`config.mk`:
```
export PLATFORM = sky130hd
export DESIGN_NAME = mdiv_operand_loader
export DESIGN_NICKNAME = d
export VERILOG_FILES = /design/src/rtl/mdiv_pkg.sv /design/src/rtl/mdiv_opreg.sv /design/src/rtl/mdiv_operand_loader.sv
export SDC_FILE = /design/constraint.sdc
export NUM_CORES = 2
export LEC_CHECK = 0
export BUFFER_PORTS_ARGS = -buffer_cell sky130_fd_sc_hd__clkbuf_2
export CAP_MARGIN = 20
export CORE_AREA = 2 2 313 315
export DETAILED_ROUTE_END_ITERATION = 8
export DIE_AREA = 0 0 315 317
export GPL_TIMING_DRIVEN = 0
export PLACE_DENSITY_LB_ADDON = 0.2
export SKIP_CTS_REPAIR_TIMING = 1
export SYNTH_ARGS = -nofsm -noshare
export SYNTH_HDL_FRONTEND = slang
export SYNTH_HIERARCHICAL = 1
export SYNTH_SLANG_ARGS = --single-unit
```
`constraint.sdc`:
```
create_clock -name clk -period 3.73 [get_ports clk]
set_input_delay 0.1865 -clock clk [delete_from_list [all_inputs] [get_ports clk]]
set_output_delay 0.1865 -clock clk [all_outputs]
set_load 0.005 [all_outputs]
```
`src/rtl/mdiv_pkg.sv`:
```
// rtl/mdiv_pkg.sv - shared widths, FSM states and error codes for the operand loader
package mdiv_pkg;

    localparam int W      = 32;
    localparam int N      = 8;
    localparam int WCNT_W = 3;

    typedef enum logic [3:0] {
        IDLE,
        LOAD_P,
        LOAD_Y,
        LOAD_X,
        CHECK,
        WAIT_CORE,
        START,
        RUN_LO,
        RUN_HI
    } state_t;

    localparam logic [1:0] ERR_NONE   = 2'd0;
    localparam logic [1:0] ERR_P_EVEN = 2'd1;
    localparam logic [1:0] ERR_P_ONE  = 2'd2;
    localparam logic [1:0] ERR_Y_ZERO = 2'd3;

endpackage

```
`src/rtl/mdiv_opreg.sv`:
```
// rtl/mdiv_opreg.sv - word-indexed W*N operand register with per-beat zero/one detection
module mdiv_opreg
    import mdiv_pkg::*;
(
    input  logic              clk,
    input  logic              rst,
    input  logic              wr_en,
    input  logic [WCNT_W-1:0] wr_idx,
    input  logic [W-1:0]      wr_data,
    input  logic              set_one,
    output logic [W*N-1:0]    value,
    output logic              wr_nz,
    output logic              wr_one
);

    localparam logic [W*N-1:0] ONE = (W*N)'(1);

    logic [W*N-1:0] value_q, value_d;

    always_comb begin
        value_d = value_q;
        if (set_one) begin
            value_d = ONE;
        end else if (wr_en) begin
            value_d[int'(wr_idx)*W +: W] = wr_data;
        end
    end

    always_ff @(posedge clk) begin
        if (rst) begin
            value_q <= '0;
        end else begin
            value_q <= value_d;
        end
    end

    // Flags describe the word being written this beat; the caller accumulates them.
    assign wr_nz  = |wr_data;
    assign wr_one = (wr_data == W'(1));
    assign value  = value_q;

endmodule

```
`src/rtl/mdiv_operand_loader.sv`:
```
// rtl/mdiv_operand_loader.sv - streams p/y/x operands in, checks legality and launches the core
module mdiv_operand_loader
    import mdiv_pkg::*;
(
    input  logic           clk,
    input  logic           rst,
    input  logic           in_valid,
    output logic           in_ready,
    input  logic [W-1:0]   in_data,
    input  logic           in_mode,
    input  logic           core_has_done,
    output logic           core_minv_en,
    output logic [W*N-1:0] op_p,
    output logic [W*N-1:0] op_y,
    output logic [W*N-1:0] op_x,
    output logic           busy,
    output logic           job_done,
    output logic           err,
    output logic [1:0]     err_code
);

    state_t            state_q, state_d;
    logic [WCNT_W-1:0] wcnt_q, wcnt_d;
    logic              mode_q, mode_d;
    logic              p_odd_q, p_odd_d;
    logic              p_lo_one_q, p_lo_one_d;
    logic              p_hi_zero_q, p_hi_zero_d;
    logic              y_nz_q, y_nz_d;
    logic [1:0]        err_code_q, err_code_d;
    logic              job_done_q, job_done_d;

    logic       accept, last_word;
    logic       wr_p, wr_y, wr_x, set_x_one;
    logic       p_nz, p_one, y_nz_w, y_one, x_nz, x_one;
    logic [1:0] chk_code;
    logic       unused_flags;

    assign in_ready  = !rst && (state_q inside {IDLE, LOAD_P, LOAD_Y, LOAD_X});
    assign accept    = in_valid && in_ready;
    assign last_word = (wcnt_q == WCNT_W'(N - 1));

    always_comb begin
        chk_code = ERR_NONE;
        if (!p_odd_q) begin
            chk_code = ERR_P_EVEN;
        end else if (p_lo_one_q && p_hi_zero_q) begin
            chk_code = ERR_P_ONE;
        end else if (!y_nz_q) begin
            chk_code = ERR_Y_ZERO;
        end
    end

    always_comb begin
        state_d     = state_q;
        wcnt_d      = wcnt_q;
        mode_d      = mode_q;
        p_odd_d     = p_odd_q;
        p_lo_one_d  = p_lo_one_q;
        p_hi_zero_d = p_hi_zero_q;
        y_nz_d      = y_nz_q;
        err_code_d  = err_code_q;
        job_done_d  = 1'b0;
        wr_p        = 1'b0;
        wr_y        = 1'b0;
        wr_x        = 1'b0;
        set_x_one   = 1'b0;

        case (state_q)
            IDLE: begin
                if (accept) begin
                    wr_p        = 1'b1;
                    mode_d      = in_mode;
                    err_code_d  = ERR_NONE;
                    wcnt_d      = WCNT_W'(1);
                    p_odd_d     = in_data[0];
                    p_lo_one_d  = p_one;
                    p_hi_zero_d = 1'b1;
                    y_nz_d      = 1'b0;
                    state_d     = LOAD_P;
                end
            end
            LOAD_P: begin
                if (accept) begin
                    wr_p        = 1'b1;
                    p_hi_zero_d = p_hi_zero_q && !p_nz;
                    wcnt_d      = wcnt_q + WCNT_W'(1);
                    if (last_word) state_d = LOAD_Y;
                end
            end
            LOAD_Y: begin
                if (accept) begin
                    wr_y   = 1'b1;
                    y_nz_d = y_nz_q || y_nz_w;
                    wcnt_d = wcnt_q + WCNT_W'(1);
                    if (last_word) begin
                        // Inversion skips the x stream and uses x = 1.
                        if (mode_q) begin
                            set_x_one = 1'b1;
                            state_d   = CHECK;
                        end else begin
                            state_d = LOAD_X;
                        end
                    end
                end
            end
            LOAD_X: begin
                if (accept) begin
                    wr_x   = 1'b1;
                    wcnt_d = wcnt_q + WCNT_W'(1);
                    if (last_word) state_d = CHECK;
                end
            end
            CHECK: begin
                if (chk_code != ERR_NONE) begin
                    err_code_d = chk_code;
                    state_d    = IDLE;
                end else if (core_has_done) begin
                    state_d = START;
                end else begin
                    state_d = WAIT_CORE;
                end
            end
            WAIT_CORE: begin
                if (core_has_done) state_d = START;
            end
            START: begin
                state_d = RUN_LO;
            end
            RUN_LO: begin
                if (!core_has_done) state_d = RUN_HI;
            end
            RUN_HI: begin
                if (core_has_done) begin
                    job_done_d = 1'b1;
                    state_d    = IDLE;
                end
            end
            default: begin
                state_d = IDLE;
            end
        endcase
    end

    always_ff @(posedge clk) begin
        if (rst) begin
            state_q     <= IDLE;
            wcnt_q      <= '0;
            mode_q      <= 1'b0;
            p_odd_q     <= 1'b0;
            p_lo_one_q  <= 1'b0;
            p_hi_zero_q <= 1'b0;
            y_nz_q      <= 1'b0;
            err_code_q  <= ERR_NONE;
            job_done_q  <= 1'b0;
        end else begin
            state_q     <= state_d;
            wcnt_q      <= wcnt_d;
            mode_q      <= mode_d;
            p_odd_q     <= p_odd_d;
            p_lo_one_q  <= p_lo_one_d;
            p_hi_zero_q <= p_hi_zero_d;
            y_nz_q      <= y_nz_d;
            err_code_q  <= err_code_d;
            job_done_q  <= job_done_d;
        end
    end

    mdiv_opreg u_op_p (
        .clk     (clk),
        .rst     (rst),
        .wr_en   (wr_p),
        .wr_idx  (wcnt_q),
        .wr_data (in_data),
        .set_one (1'b0),
        .value   (op_p),
        .wr_nz   (p_nz),
        .wr_one  (p_one)
    );

    mdiv_opreg u_op_y (
        .clk     (clk),
        .rst     (rst),
        .wr_en   (wr_y),
        .wr_idx  (wcnt_q),
        .wr_data (in_data),
        .set_one (1'b0),
        .value   (op_y),
        .wr_nz   (y_nz_w),
        .wr_one  (y_one)
    );

    mdiv_opreg u_op_x (
        .clk     (clk),
        .rst     (rst),
        .wr_en   (wr_x),
        .wr_idx  (wcnt_q),
        .wr_data (in_data),
        .set_one (set_x_one),
        .value   (op_x),
        .wr_nz   (x_nz),
        .wr_one  (x_one)
    );

    assign unused_flags = ^{y_one, x_nz, x_one};

    assign core_minv_en = (state_q == START);
    assign busy         = (state_q != IDLE);
    assign job_done     = job_done_q;
    assign err          = (state_q == CHECK) && (chk_code != ERR_NONE);
    assign err_code     = err ? chk_code : err_code_q;

endmodule
```
Word level (Yosys, flattened, before mapping). Cells that the tools add are included.

Div/mod/pow operators: 0. Equality and inequality tests: 22. Reduce and logical (&&, ||, !) cells: 28. $mul: 0. Magnitude comparators: 0. Bitwise gates (word level): 1. Mux-type cells: 44. Shifts and indexed selects: 2. $add $sub $neg: 2.

Operators by type and width (count): 256-bit bitwise mux (3); 32-bit by 33-bit variable shift with 256-bit output, first input constant (1); 32-bit by 33-bit indexed part select with 256-bit output (1); 4-bit 2-to-1 mux (10); 4-bit one-hot mux with 9 select lines (1); 8-bit negation with 33-bit output (1); 32-bit by 1-bit == test with 1-bit output, second input constant (1); 32-bit OR reduction (1); 2-bit != test, second input constant (11); 4-bit by 3-bit == test with 1-bit output, second input constant (4); 1-bit 2-to-1 mux (15); 2-bit 2-to-1 mux (7); 3-bit 2-to-1 mux (4); 3-bit AND reduction (4); 2-bit nonzero test (6); 10-bit AND reduction (1); 4-bit by 2-bit == test with 1-bit output, second input constant (2); 4-bit nonzero test (2); 3-bit one-hot mux with 2 select lines (1); 2-bit OR reduction (3); 1-bit logical AND (5); 4-bit by 1-bit == test with 1-bit output, second input constant (1); 4-bit == test, second input constant (1); 4-bit logical NOT (1); 10 further kinds (12).

RAM bits: 0. Memories kept: 0. Input bits: 37. Latch bits: 0. Logic and storage cells: 112. Memory bits (read-only): 0. Flip-flop bits (word level): 783. Output and inout port bits: 775.

Depth between registers and ports, before layout.
Word-level depth: 8. Mapped depth: 13. Depth with buffers taken out: 7.

Hierarchy. The synthesis kept the hierarchy.

By module, submodules not included: mdiv_opreg (u_op_p) (times used 1, cells each 1200, seq. area each 5124.9 um^2, area each 10141.0 um^2); mdiv_opreg (u_op_y) (times used 1, cells each 1083, seq. area each 5124.9 um^2, area each 9888.2 um^2); mdiv_opreg (u_op_x) (times used 1, cells each 1150, seq. area each 5124.9 um^2, area each 9382.7 um^2); mdiv_operand_loader (times used 1, cells each 114, seq. area each 300.3 um^2, area each 889.6 um^2).

Worst setup path before layout. No wires, ideal clock.

Path kind: flip-flop to flip-flop. Start: reg wcnt_q[0]. End: reg u_op_y.value_q[182], in the netlist u_op_y/value[182]. Stages on the path, launching flop included: 14. Buffers on the path: 7. Setup time: 117 ps. Data arrival time: 3319 ps. Required time: 3613 ps. Period minus slack after synthesis: 3436 ps. Setup slack: 294 ps. Path through: dfxtp_1 > buf_6 > clkbuf_1 > clkbuf_1 > buf_1 > inv_1 > ha_1 > ha_1 > nor4bb_1 > clkbuf_1 > a21oi_1 > clkbuf_1 > buf_2 > a32o_1.

Word-level cells in the longest chain between the ends: 3. Elaborated cells on any way between the ends: 4. Those cells by class: add/sub (1); shift (2); mux (1).

RTL lines: start: declaration (RTL line mdiv_operand_loader.sv:23) `logic [WCNT_W-1:0] wcnt_q, wcnt_d;`; start signal: assignment (RTL line mdiv_operand_loader.sv:157) `wcnt_q <= wcnt_d;`; 8-bit negation with 33-bit output * (RTL line mdiv_opreg.sv:25) `value_d[int'(wr_idx)*W +: W] = wr_data;`; 32-bit by 33-bit indexed part select with 256-bit output or 32-bit by 33-bit variable shift with 256-bit output (tied branches) (RTL line mdiv_opreg.sv:25); 256-bit bitwise mux * (RTL line mdiv_opreg.sv:25); end signal: assignment (RTL line mdiv_opreg.sv:33) `value_q <= value_d;`; end: declaration (RTL line mdiv_opreg.sv:18) `logic [W*N-1:0] value_q, value_d;`.

Mark *: on every way between the ends. The rest lies on a longest branch, timed or not. A chain may end at the register's enable or synchronous reset.

Worst setup path after layout.
Start: reg wcnt_q[0]. End: reg u_op_p.value_q[59], in the netlist u_op_p/value[59].

Word-level cells in the longest chain between the ends: 3. Elaborated cells on any way between the ends: 4. Those cells by class: add/sub (1); shift (2); mux (1).

RTL lines (RTL line): 8-bit negation with 33-bit output * (mdiv_opreg.sv:25); 32-bit by 33-bit indexed part select with 256-bit output or 32-bit by 33-bit variable shift with 256-bit output (tied branches) (mdiv_opreg.sv:25); 256-bit bitwise mux * (mdiv_opreg.sv:25); end signal: assignment (mdiv_opreg.sv:33); end: declaration (mdiv_opreg.sv:18).

Marked as above.

==> results_dict.tcl <==
set metrics [dict create \
    outcome "completed" \
    nFillCells 10100 \
    die_h_um 317 \
    die_w_um 315 \
    multi_input_area_sq_um 12780 \
    p_leak_uw 0.01534 \
    drive_gt1_share_pct 23.85 \
    worstHoldPathType "in -> reg" \
    fin_crit_ns 3.690 \
    dr_total_vias 31580 \
    h-tree-depth 3 \
    reg2reg_from "wcnt_q[0]" \
    tightest_slew_ns 1.187 \
    fmax_mhz 271.0 \
    cts_tree "built" \
    gr-usage-met3_pct 8.113 \
    seqCellArea_sq_um 15680 \
    nNetsFinal 4491 \
    slew_violations 0 \
    rsz0062_at_grt "true" \
    utilization_pct 40.81 \
    synth.avg_cell_area_sq_um 8.556 \
    initial_utilization_pct 31.38 \
    drcViolationCount 0 \
    rows 114 \
    wl_per_cell_um 27.32 \
    p_sw_uw 6090 \
    worstSetupPathType "reg -> reg" \
    p_clk_share_pct 44.4 \
    dr.first_iter.drc_count 3302 \
    drtAntennaViolNets 0 \
    via_per_inst 5.444 \
    hold_ws_ns 0.01421 \
    setup_viol 0 \
    grt_use_met1_pct 36.84 \
    yosysWarningCount 6 \
    overflow 0 \
    core_area_sq_um 96280 \
    die-area_sq_um 99860 \
    grt-busiest-layer "met2" \
    use_met2_pct 49.22 \
    crit_path_end_kind "flop" \
    final_common_cell "clkbuf_2" \
    antenna_found_initial 10 \
    path_max_fanout 11 \
    grt_pass1_wl_um 217300 \
    finalCritPeriodShare_pct 98.94 \
    swShare_pct 29.87 \
    postSynthCellCount 3531 \
    final_area_sq_um 39290 \
    grt_max_degree 20 \
    numPortBuffers 791 \
    gp_congestion 0.9071 \
    pwr-share-comb_pct 14.1 \
    peakVddDrop_mv 0.3305 \
    skew_ns 0.01714 \
    cts.clk_slew.worst_paths_ns 0.06 \
    final_cell_mix "clkbuf_2, dfxtp_1, nand2_1" \
    cts_root_buf "clkbuf_16" \
    grt.total_usage_pct 30.09 \
    cp.arrival_ns 4.22 \
    p_int_uw 14300 \
    wl_um 158500 \
    clock_latency_ns 0.68 \
    worstPathRequired_ns 4.26 \
    power_frac_seq_pct 41.5 \
    clock-sinks 783 \
    grt_pass1_vias 29430 \
    clockBufferDepth 3 \
    syn_area_sq_um 30210 \
    area_growth_pct 30.04 \
    first_pass_iters 6 \
    worst_setup_path_start_kind "flop" \
    fin_setup_tns_ns 0 \
    max-cap-violations 0 \
    hold_viol 0 \
    ios 812 \
    powerDensity_nw_per_um2 519.1 \
    cts_made_buffers 89 \
    dpl_cell_area_sq_um 35910 \
    crit_path_start "wcnt_q[0]" \
    maxSlewHeadroom_pct 20.84 \
    min-delay-start "in_data[22]" \
    dpl.hpwl_um 116300 \
]
[power groups by stage]
| stage | clock network, uW | registers [uW] | logic [uW] |
|---|---|---|---|
| after floorplan | 0 | 8630 | 1550 |
| after global placement | 0 | 8650 | 2670 |
| after detailed placement | 0 | 8650 | 2680 |
| after CTS | 9200 | 8470 | 2690 |
| after global routing | 9490 | 8460 | 3020 |
| final | 9060 | 8460 | 2880 |
[through the flow]
| stage | std cells | setup WS, ns | total power [uW] |
|---|---|---|---|
| CTS | 5772 | -2.036 | 20360 |
| global placement | 5605 | -2.171 | 11320 |
| finish | 5800 | 0.03965 | 20390 |
| detailed placement | 5612 | -1.993 | 11330 |
| floorplan | 3538 | 0.2935 | 10170 |
| global route | 5794 | -0.1200 | 20980 |
[flip-flops by register name, indices dropped and copies added, names as in the netlist]
signal        count
job_done          1
wcnt_q            3
u_op_y/value    256
p_lo_one_q        1
p_odd_q           1
y_nz_q            1
p_hi_zero_q       1
u_op_x/value    256
u_op_p/value    256
mode_q            1
state_q           4
err_code_q        2
[worst paths after layout]
kind / endpoint / slack [ns] / cells past startpoint
setup / recovery: u_op_p/value[59] / 0.04 / 11
setup reg to reg: u_op_p/value[59] / 0.04 / 11
hold reg to reg: u_op_x/value[42] / 0.45 / 2
hold / removal: u_op_x/value[86] / 0.01 / 3
[layout make-up]
type                       instances  share of cell area, %
clock inverter                    31                 0.9586
tap                             1276                  4.064
timing repair buffer             820                  10.88
clock buffer                     129                  6.691
inverter                          22                 0.2102
sequential                       783                  39.91
multi-input combinational       2308                  32.52
antenna                            9                0.05732
buffer                           422                  4.710
[worst max-delay path, cell delays in order (launching register included)]
cell	delay, ns
dfxtp_4	0.45
clkbuf_1	0.43
clkbuf_2	0.37
inv_1	0.12
ha_1	0.22
ha_1	0.33
clkbuf_2	0.31
buf_1	0.45
nand2_1	0.24
clkbuf_1	0.30
o21ai_0	0.23
a21oi_1	0.09
[routing by layer]
metal | up-vias | routed length [um]
li1 | 14280 | -
met1 | 15350 | 62140
met2 | 1603 | 73010
met3 | 343 | 15430
met4 | 4 | 7869
met5 | - | 32
(Power assumes the default switching activity.)
